`config.mk`:
```
export PLATFORM = sky130hd
export DESIGN_NAME = instr_loader
export DESIGN_NICKNAME = d
export VERILOG_FILES = /design/src/rtl/instr_loader.sv
export SDC_FILE = /design/constraint.sdc
export NUM_CORES = 1
export LEC_CHECK = 0
export CORE_AREA = 4 4 99 124
export DETAILED_ROUTE_END_ITERATION = 8
export DIE_AREA = 0 0 103 128
export SLEW_MARGIN = 20
export SYNTH_ARGS = -nofsm -noshare
export SYNTH_HDL_FRONTEND = slang
export SYNTH_SLANG_ARGS = --single-unit
```
`constraint.sdc`:
```
create_clock -name clk -period 2.9 [get_ports clk]
set_input_delay 0.58 -clock clk [delete_from_list [all_inputs] [get_ports clk]]
set_output_delay 0.58 -clock clk [all_outputs]
set_load 0.01 [all_outputs]
```
`src/rtl/instr_loader.sv`:
```
// instr_loader: assembles a framed byte stream into 16-bit instruction words,
// writes them into instruction RAM, and holds the CPU until a frame with a
// good checksum has been loaded.
module instr_loader #(
    parameter logic [7:0] SYNC_BYTE     = 8'hA5,
    parameter bit         HOLD_AT_RESET = 1'b1
) (
    input  logic        clk,
    input  logic        reset,
    input  logic [7:0]  in_data,
    input  logic        in_valid,
    output logic        in_ready,
    output logic [15:0] mem_addr,
    output logic [15:0] mem_wdata,
    output logic        mem_wen,
    output logic        cpu_hold,
    output logic        busy,
    output logic        load_done,
    output logic        load_err
);

    localparam logic [2:0] ST_IDLE   = 3'd0;
    localparam logic [2:0] ST_ADDR_H = 3'd1;
    localparam logic [2:0] ST_ADDR_L = 3'd2;
    localparam logic [2:0] ST_CNT_H  = 3'd3;
    localparam logic [2:0] ST_CNT_L  = 3'd4;
    localparam logic [2:0] ST_DATA_H = 3'd5;
    localparam logic [2:0] ST_DATA_L = 3'd6;
    localparam logic [2:0] ST_CSUM   = 3'd7;

    logic [2:0]  state;
    logic [15:0] cur_addr;
    logic [15:0] count;
    logic [7:0]  sum;
    logic [7:0]  hi_byte;
    logic        accepted;
    logic        in_payload;

    // RAM writes are single-cycle, so the loader never applies backpressure.
    assign in_ready   = 1'b1;
    assign accepted   = in_valid && in_ready;
    assign busy       = (state != ST_IDLE);
    // Header and data bytes feed the checksum; SYNC and CSUM bytes do not.
    assign in_payload = (state >= ST_ADDR_H) && (state <= ST_DATA_L);

    // Running 8-bit checksum, cleared when a new frame starts.
    always_ff @(posedge clk) begin
        // NOTE: sequential state uses non-blocking assignments so every register
        // samples pre-edge values, independent of statement order.
        if (reset) begin
            sum <= 8'h00;
        end else if (accepted) begin
            if (state == ST_IDLE && in_data == SYNC_BYTE)
                sum <= 8'h00;
            else if (in_payload)
                sum <= sum + in_data;
        end
    end

    // Frame parser: advances one state per accepted byte and issues RAM writes.
    always_ff @(posedge clk) begin
        if (reset) begin
            state     <= ST_IDLE;
            cur_addr  <= 16'h0000;
            count     <= 16'h0000;
            hi_byte   <= 8'h00;
            mem_addr  <= 16'h0000;
            mem_wdata <= 16'h0000;
            mem_wen   <= 1'b0;
            cpu_hold  <= HOLD_AT_RESET;
            load_done <= 1'b0;
            load_err  <= 1'b0;
        end else begin
            // NOTE: default the strobe low every cycle; only a DATA_L acceptance
            // raises it, which guarantees a single-cycle pulse.
            mem_wen <= 1'b0;
            if (accepted) begin
                case (state)
                    ST_IDLE: begin
                        if (in_data == SYNC_BYTE) begin
                            state     <= ST_ADDR_H;
                            load_done <= 1'b0;
                            load_err  <= 1'b0;
                            cpu_hold  <= 1'b1;
                        end
                    end
                    ST_ADDR_H: begin
                        cur_addr[15:8] <= in_data;
                        state          <= ST_ADDR_L;
                    end
                    ST_ADDR_L: begin
                        cur_addr[7:0] <= in_data;
                        state         <= ST_CNT_H;
                    end
                    ST_CNT_H: begin
                        count[15:8] <= in_data;
                        state       <= ST_CNT_L;
                    end
                    ST_CNT_L: begin
                        count[7:0] <= in_data;
                        state      <= ({count[15:8], in_data} != 16'h0000) ? ST_DATA_H : ST_CSUM;
                    end
                    ST_DATA_H: begin
                        hi_byte <= in_data;
                        state   <= ST_DATA_L;
                    end
                    ST_DATA_L: begin
                        mem_wdata <= {hi_byte, in_data};
                        mem_addr  <= cur_addr;
                        mem_wen   <= 1'b1;
                        cur_addr  <= cur_addr + 16'd1;
                        count     <= count - 16'd1;
                        state     <= (count == 16'd1) ? ST_CSUM : ST_DATA_H;
                    end
                    ST_CSUM: begin
                        // Writes already issued stay in RAM; a bad frame only keeps the CPU held.
                        if (in_data == sum) begin
                            load_done <= 1'b1;
                            cpu_hold  <= 1'b0;
                        end else begin
                            load_err <= 1'b1;
                        end
                        state <= ST_IDLE;
                    end
                    default: state <= ST_IDLE;
                endcase
            end
        end
    end

endmodule

```
Yosys cells after proc, flatten, opt, wreduce, memory -nomap -nowiden
Index checks and enable logic that the tools add are counted.
{"block": "classes", "n_eq_ne": 13, "n_reduce_logical": 22, "n_bitwise": 1, "mux": 19, "add_sub_neg": 3, "n_lt_le_gt_ge": 2}
{"op": "8-bit one-hot mux with 2 select lines", "n": 4}
{"op": "3-bit one-hot mux with 8 select lines", "n": 1}
{"op": "16-bit by 1-bit adder with 16-bit output (second input constant)", "n": 1}
{"op": "16-bit by 1-bit equality test with 1-bit output (second input constant)", "n": 1}
{"op": "8-bit two-way mux", "n": 2}
{"op": "2-bit AND reduction", "n": 8}
{"op": "16-bit nonzero test", "n": 1}
{"op": "16-bit by 1-bit subtractor with 16-bit output (second input constant)", "n": 1}
{"op": "3-bit equality test (second input constant)", "n": 4}
{"op": "2-bit nonzero test", "n": 6}
{"op": "8-bit adder", "n": 1}
{"op": "8-bit equality test", "n": 1}
{"op": "8-bit equality test (second input constant)", "n": 1}
{"op": "4-bit AND reduction", "n": 2}
{"op": "3-bit by 2-bit equality test with 1-bit output (second input constant)", "n": 2}
{"op": "1-bit two-way mux", "n": 6}
{"op": "1-bit one-hot mux with 2 select lines", "n": 3}
{"op": "2-bit two-way mux", "n": 2}
{"op": "2-bit inequality test (second input constant)", "n": 2}
{"op": "3-bit by 1-bit equality test with 1-bit output (second input constant)", "n": 1}
{"op": "3-bit by 1-bit greater-or-equal comparator with 1-bit output (second input constant)", "n": 1}
{"op": "3-bit less-or-equal comparator (second input constant)", "n": 1}
{"op": "3-bit logical NOT", "n": 1}
{"op": "3-bit two-way mux", "n": 1}
{"op": "5 further kinds", "n": 6}
{"block": "totals", "elab_cells": 73, "register_bits": 87, "output_inout_bits": 38, "input_bits": 11}

Depth between registers and ports, before layout
Gate-level depths: netlist of run 1.
{"block": "logic_depth", "ltp_word": 4, "mapped_depth": 8, "depth_no_buf": 7}

Worst setup path after synthesis of run 1
Ideal clock, no wire load.
{"block": "synth_timing", "kind": "register to register", "startpoint": "register count[4]", "endpoint": "register count[12]", "setup_time_ps": 74, "path_stages_with_launch": 7, "period_less_slack_ps": 2305, "required_ps": 2826, "path_buffers": 1, "arrival_ps": 2230, "slack_ps": 595, "cell_sequence": "dfxtp_1 > or4_1 > buf_2 > or4_4 > or3_4 > or3_1 > a31oi_1"}
{"block": "synth_via", "elab_chain_len": 2}
{"element": "start, declared", "line": "33", "text": "logic [15:0] count;"}
{"element": "start signal, assigned", "line": "100", "text": "count[7:0] <= in_data;"}
{"element": "start signal, assigned", "line": "112", "text": "count <= count - 16'd1;"}
{"element": "16-bit by 1-bit subtractor with 16-bit output", "line": "112"}
{"element": "8-bit one-hot mux with 2 select lines", "line": "78", "text": "case (state)"}
No other way between the ends.
A chain may end at the register's enable or synchronous reset.

Worst setup path after layout of run 1
{"block": "layout_timing", "startpoint": "register state[2]", "endpoint": "output busy"}
{"block": "layout_via", "elab_chain_len": 1}
{"element": "start, declared", "line": "31", "text": "logic [2:0] state;"}
{"element": "start signal, assigned", "line": "101", "text": "state <= ({count[15:8], in_data} != 16'h0000) ? ST_DATA_H : ST_CSUM;"}
{"element": "start signal, assigned", "line": "113", "text": "state <= (count == 16'd1) ? ST_CSUM : ST_DATA_H;"}
{"element": "3-bit nonzero test", "line": "42", "text": "assign busy = (state != ST_IDLE);"}
{"element": "end, declared", "line": "17", "text": "output logic busy,"}
No other way between the ends.

==> run summary, run 1 <==
Die area = 0.0132 sq mm
All-Layer GR Usage = 0.192
Vias/cell = 5.76
Die Ht = 128 microns
Detailed Routing Iterations Pass 1 = 5
Worst hold-check slack = 452 ps
Area delta synth->final = 22.6%
Yosys cell types = 52
Number of port buffers = 47
Share of cells above drive strength 1 = 0.0710
RSZ-0062 raised after global routing = no
Crit-path max FO = 17
Met1 usage in global routing = 0.262
Yosys top cell area share = 0.402
WS Path Type = reg2out
CP cell instances = nor3_1, buf_4, inv_1, clkdlybuf4s50_1
Routed WL = 12.3 mm
VDD IR-drop max = 0.217 mV
Number of global-route vias before repair = 4068
Cell family with most CP delay = buffers and inverters
Run status = finished, final reports clean
Synth cell count leaders = 119 x nand2_1, 87 x dfxtp_1, 81 x a21oi_1, 43 x nor2_1, 40 x clkbuf_1
CTS sink cnt = 87
Pins Over Slew Limit = 0
R2r setup slk = 410 ps
Clock skew = 10.6 ps
Cell with the most instances after synthesis = nand2_1
WL/cell = 16.3 microns
Largest net degree at the start of global routing = 38
Yosys warns = 0
Max Freq = 391 MHz
Tmin final = 2560 ps
H-tree levels = 3
Num rows = 43
Worst Tran Pin Value = 709 ps
# Post-CTS Setup Buffers = 0
Core area = 0.0111 sq mm
Worst Setup Start Kind = flop
Slowest cell on the critical path = dfxtp_1
Die Wd = 103 microns
HPWL after DPL = 8.76 mm
Post-Syn Instances = 577
Worst hold start = mem_wdata[1]
Worst path buffer plus inverter count = 3
PnR worst setup slack = 343 ps
Iteration-0 DRC Markers = 363
Met2 Use GR = 0.303
Dpl ws = 104 ps
RR Startpoint = count[4]
Mapped Area = 0.00433 sq mm
Avg Cell Area, Syn = 7.50 sq um
Worst min path class = reg2reg
Rel. slew slack = 0.522
Hold Crit Endpoint = mem_wdata[1]
Busiest grt layer = met2
Final Hold Viols = 0
Critical Path RT = 2320 ps
Final ANT Viol Nets = 0
Setup violators final = 0
Clk pin slew, worst setup/hold paths = 70 ps
CTS Buffer Depth = 2
Antenna cells = 0
Worst Reg-to-Reg Cells = 5
Number of placed I/O pins = 49
Initial Utilization = 0.391
Final Cycle Share = 0.882
MaxCap Viol Count = 0
First-pass GRT wire length = 20.3 mm
Final total power = 2.56 mW
Clock latency on the worst-skew pair = 350 ps
Ys flop type = dfxtp_1
DRC viols = 0
Crit path DAT = 1980 ps
Area contributors post-synth = dfxtp_1 40%, nand2_1 10%, a21oi_1 9.4%, nor2_1 3.7%, o21ai_0 3.6%
Cts hold-fix bufs = 0
Setup TNS = 0 ps
Grt total ovfl = 0
Syn Nets = 599
WHS Path Cells = 2
Setup crit end kind = primary output
Fill cell count = 1114
TritonCTS Buffers = 9
CTS tree = built
RD Place Congestion = 0.890
Final net count = 637
Max stage delay on crit path = 690 ps
Reg2reg end = count[12]
Share of the yosys chip area belonging to registers = 0.402
Post-CTS resize count = 0
Root Buffer = clkbuf_16
Yosys reg bits = 87
Cell taking the most area after synthesis = dfxtp_1
EDFF count, synth = 0
Initial antenna violation count = 0
Post-synth ARST share = 0
GRT met3 Usage = 0.0245
Power density over cell area = 482 mW/mm^2
LEAKAGE = 1.85 nW
Vias = 4350
[sequential cells by signal (all words and copies together) (netlist names)]
register / count
cur_addr: 16
mem_wdata: 16
count: 16
sum: 8
state: 3
hi_byte: 8
load_err: 1
cpu_hold: 1
load_done: 1
mem_addr: 16
mem_wen: 1
[power by group]
group          internal [mW]  total [mW]  leakage (nW)  switching [mW]
Combinational         0.0504       0.138         0.994          0.0875
Clock                  0.689        1.22         0.154           0.528
Sequential              1.20        1.20         0.701         0.00575
Total                   1.94        2.56          1.85           0.621
[layer usage]
metal  share of wire  routed length, microns
met2            0.47                    5840
met5               0                       0
met1            0.45                    5570
met3           0.052                     642
met4           0.023                     290
[worst min-delay path: cells and delay by family, from the launching register on]
| family | cells | cell delay, ps |
|---|---|---|
| AND/OR/NAND/NOR | 1 | 50 |
| flip-flops | 1 | 310 |
| AO/OA/AOI/OAI | 1 | 50 |
[worst max-delay path by stage]
stage,startpoint,endpoint,slack [ps],depth (start not counted)
finish,state[2],busy,340,4
global placement,in_data[1],sum[7],140,7
global route,state[2],busy,240,4
CTS,state[2],busy,340,4
detailed placement,in_data[1],sum[7],100,7
floorplan,count[4],count[12],600,6
[through the flow]
stage | cell area [sq um] | utilization | cells
floorplan | 4330 | - | 577
global placement | 4990 | 0.451 | 739
detailed placement | 4990 | 0.451 | 739
CTS | 5310 | 0.479 | 755
global route | 5310 | 0.479 | 755
finish | 5310 | 0.479 | 755
[cells by family after synthesis]
logic type,after synthesis,share of synthesized area
buffers and inverters,48,0.0428
AOI/OAI and AO/OA,175,0.239
DFF,87,0.402
adders and majority gates,11,0.0335
xor gates and xnor gates,7,0.0142
other,1,0.000866
and+or+nand+nor,248,0.268
[final cells by class]
cell class | instances | area (sq um) | share of cell area
clock buffers | 9 | 225 | 0.0424
clock inverters | 7 | 87.6 | 0.0165
inverters | 6 | 22.5 | 0.00424
multi-input cells | 442 | 2400 | 0.453
flip-flops and latches | 87 | 1740 | 0.328
well taps | 135 | 169 | 0.0318
repair buffers | 69 | 656 | 0.124
[cell usage in the layout (no fill, tap or decap), drive strengths merged, types with 2 or more instances in the layout]
master and instances:
a22oi 9, inv 10, xor2 2, xnor2 5, nand2 119, clkdlybuf4s50 46, nor4 7, and3 5
and4 4, a2bb2oi 4, o21ai 32, a21oi 81, nor3b 4, nand3 19, nor2b 2, o41ai 2
a31oi 14, nand3b 8, nor3 10, clkinv 2, or3 4, dfxtp 87, o22ai 5, a21o 5
ha 10, nand4 4, clkbuf 9, nor2 43, or4 8, a211oi 6, and2 3, nand2b 6
buf 23, o31ai 5, o311ai 2
Note: power is estimated with default switching activity, not from simulation.
==> run 2, diff against run 1 <==
==> constraint.sdc (replaced) <==
create_clock -name clk -period 2.8 [get_ports clk]
set_input_delay 0.28 -clock clk [delete_from_list [all_inputs] [get_ports clk]]
set_output_delay 0.28 -clock clk [all_outputs]
set_load 0.01 [all_outputs]
==> run 2 against run 1 <==
Against the previous run: routed wire length fell by 0.19%; setup slack better by 22 ps; critical path depth grew 1; die area unchanged; core utilization fell by 0.19 points; critical path type is now reg2reg; critical endpoint is now count[12]; largest cell class unchanged.
==> run summary, run 2 (synthesis results as in run 1) <==
Run status = finished, final reports clean
Worst Reg-to-Reg Cells = 5 (unchanged)
Crit path from = count[4]
Largest net degree at the start of global routing = 42 (+11%)
Number of placed I/O pins = 49 (unchanged)
Setup violators final = 0 (unchanged)
RSZ-0062 raised after global routing = no
Power density over cell area = 486 mW/mm^2 (+0.76%)
DRC viols = 0 (unchanged)
R2r setup slk = 360 ps (-50 ps)
RD Place Congestion = 0.905 (+1.7%)
Iteration-0 DRC Markers = 217 (-40%)
Root Buffer = clkbuf_16
Rel. slew slack = 0.496 (-0.0257)
Grt total ovfl = 0 (unchanged)
Final net count = 639 (+0.31%)
CTS sink cnt = 87 (unchanged)
Fill cell count = 1172 (+5.2%)
Worst min path class = in2reg
Sequential Area = 0.00174 sq mm (unchanged)
Vias = 4292 (-1.3%)
Die Ht = 128 microns (unchanged)
Initial Utilization = 0.391 (unchanged)
Share of cells above drive strength 1 = 0.0740 (+0.00299)
H-tree levels = 3 (unchanged)
Area delta synth->final = 22.1%
Most common cell after layout, fill and taps aside = nand2_1
CTS tree = built
Cts hold-fix bufs = 0 (unchanged)
Number of port buffers = 47 (unchanged)
MaxCap Viol Count = 0 (unchanged)
Tmin final = 2440 ps
All-Layer GR Usage = 0.197 (+0.00467)
HPWL after DPL = 8.90 mm (+1.7%)
Dpl ws = 325 ps (+221 ps)
Die area = 0.0132 sq mm (unchanged)
RR Startpoint = count[4]
Worst Tran Pin Value = 749 ps (+39.2 ps)
Most frequent cells in the layout = 119 x nand2_1, 87 x dfxtp_1, 81 x a21oi_1, 46 x clkdlybuf4s50_1, 42 x nor2_1
Setup TNS = 0 ps (unchanged)
Worst Setup Start Kind = flop
Number of global-route vias before repair = 4110 (+1.0%)
Routed WL = 12.3 mm (-0.19%)
Area of the multi-input gates = 0.00240 sq mm (unchanged)
Reg2reg end = count[12]
WL/cell = 16.3 microns (-0.46%)
Max Freq = 411 MHz
PnR worst setup slack = 365 ps (+22.3 ps)
VDD IR-drop max = 0.278 mV (+28%)
Final ANT Viol Nets = 0 (unchanged)
Detailed Routing Iterations Pass 1 = 5 (unchanged)
TritonCTS Buffers = 9 (unchanged)
WS Path Type = reg2reg
# Post-CTS Setup Buffers = 0 (unchanged)
Final Hold Viols = 0 (unchanged)
CP endpoint = count[12]
Setup crit end kind = flop
Crit-path max FO = 7 (-10)
Vias/cell = 5.67 (-1.6%)
Crit path DAT = 2700 ps (+720 ps)
Core area = 0.0111 sq mm (unchanged)
Clock skew = 4.81 ps (-5.82 ps)
Critical Path RT = 3070 ps (+750 ps)
Initial antenna violation count = 0 (unchanged)
Num rows = 43 (unchanged)
Clock latency on the worst-skew pair = 350 ps (about the same)
Pins Over Slew Limit = 0 (unchanged)
Clk pin slew, worst setup/hold paths = 70 ps (about the same)
Die Wd = 103 microns (unchanged)
Post-CTS resize count = 0 (unchanged)
Final Cycle Share = 0.870
Antenna cells = 0 (unchanged)
First-pass GRT wire length = 20.6 mm (+1.4%)
CTS Buffer Depth = 2 (unchanged)
WHS Path Cells = 2 (unchanged)
LEAKAGE = 1.84 nW (-0.70%)
==> run 2: cell count changes in the layout (fill, tap and decap cells not counted) <==
cell	change
bufinv_16	-1
buf_12	-1
clkinvlp_4	+2
buf_4	+3
clkinv_4	-1
==> run 2: per-stage QoR <==
stage / std cells / hold WS (ps) / cell area (sq um) / power [mW] / utilization
4_1_cts: 757 / 448 / 5290 / 2.59 / 0.477
2_1_floorplan: 577 / 416 / 4330 / 1.35 / -
3_5_place_dp: 741 / 446 / 5000 / 1.42 / 0.451
6_report: 757 / 453 / 5290 / 2.57 / 0.477
3_3_place_gp: 741 / 442 / 5000 / 1.42 / 0.451
5_1_grt: 757 / 471 / 5290 / 2.66 / 0.477
==> run 2: worst max-delay path, cell delays in order (launching register included) <==
cell and delay (ps):
dfxtp_1 350, or4_1 630, or4_4 490, or3_4 360, or3_1 370, a31oi_1 150
==> run 2: power by group <==
part / leakage [nW] / switching, mW / internal, mW
combinational: 0.999 / 0.0900 / 0.0534
clock: 0.136 / 0.555 / 0.622
sequential: 0.701 / 0.00642 / 1.24
==> run 2: area by class of cell <==
type / instances / area share
Clock buffer: 9 / 0.0426
Timing Repair Buffer: 71 / 0.125
Clock inverter: 7 / 0.0121
Tap cell: 135 / 0.0320
Sequential cell: 87 / 0.330
Multi-Input combinational cell: 442 / 0.455
Inverter: 6 / 0.00426
==> run 2: metal layers <==
metal,vias up,global-route usage,share of wire
li1,2138,-,-
met1,1994,0.260,0.45
met2,133,0.309,0.47
met3,27,0.0370,0.058
met4,0,0.0869,0.030
met5,-,0,0
==> run 2: worst min-delay path by stage <==
stage | from | to
floorplan | in_data[1] | hi_byte[1]
global placement | mem_wdata[12] | mem_wdata[12]
detailed placement | mem_addr[11] | mem_addr[11]
CTS | reset | count[6]
global route | mem_addr[11] | mem_addr[11]
finish | reset | count[6]
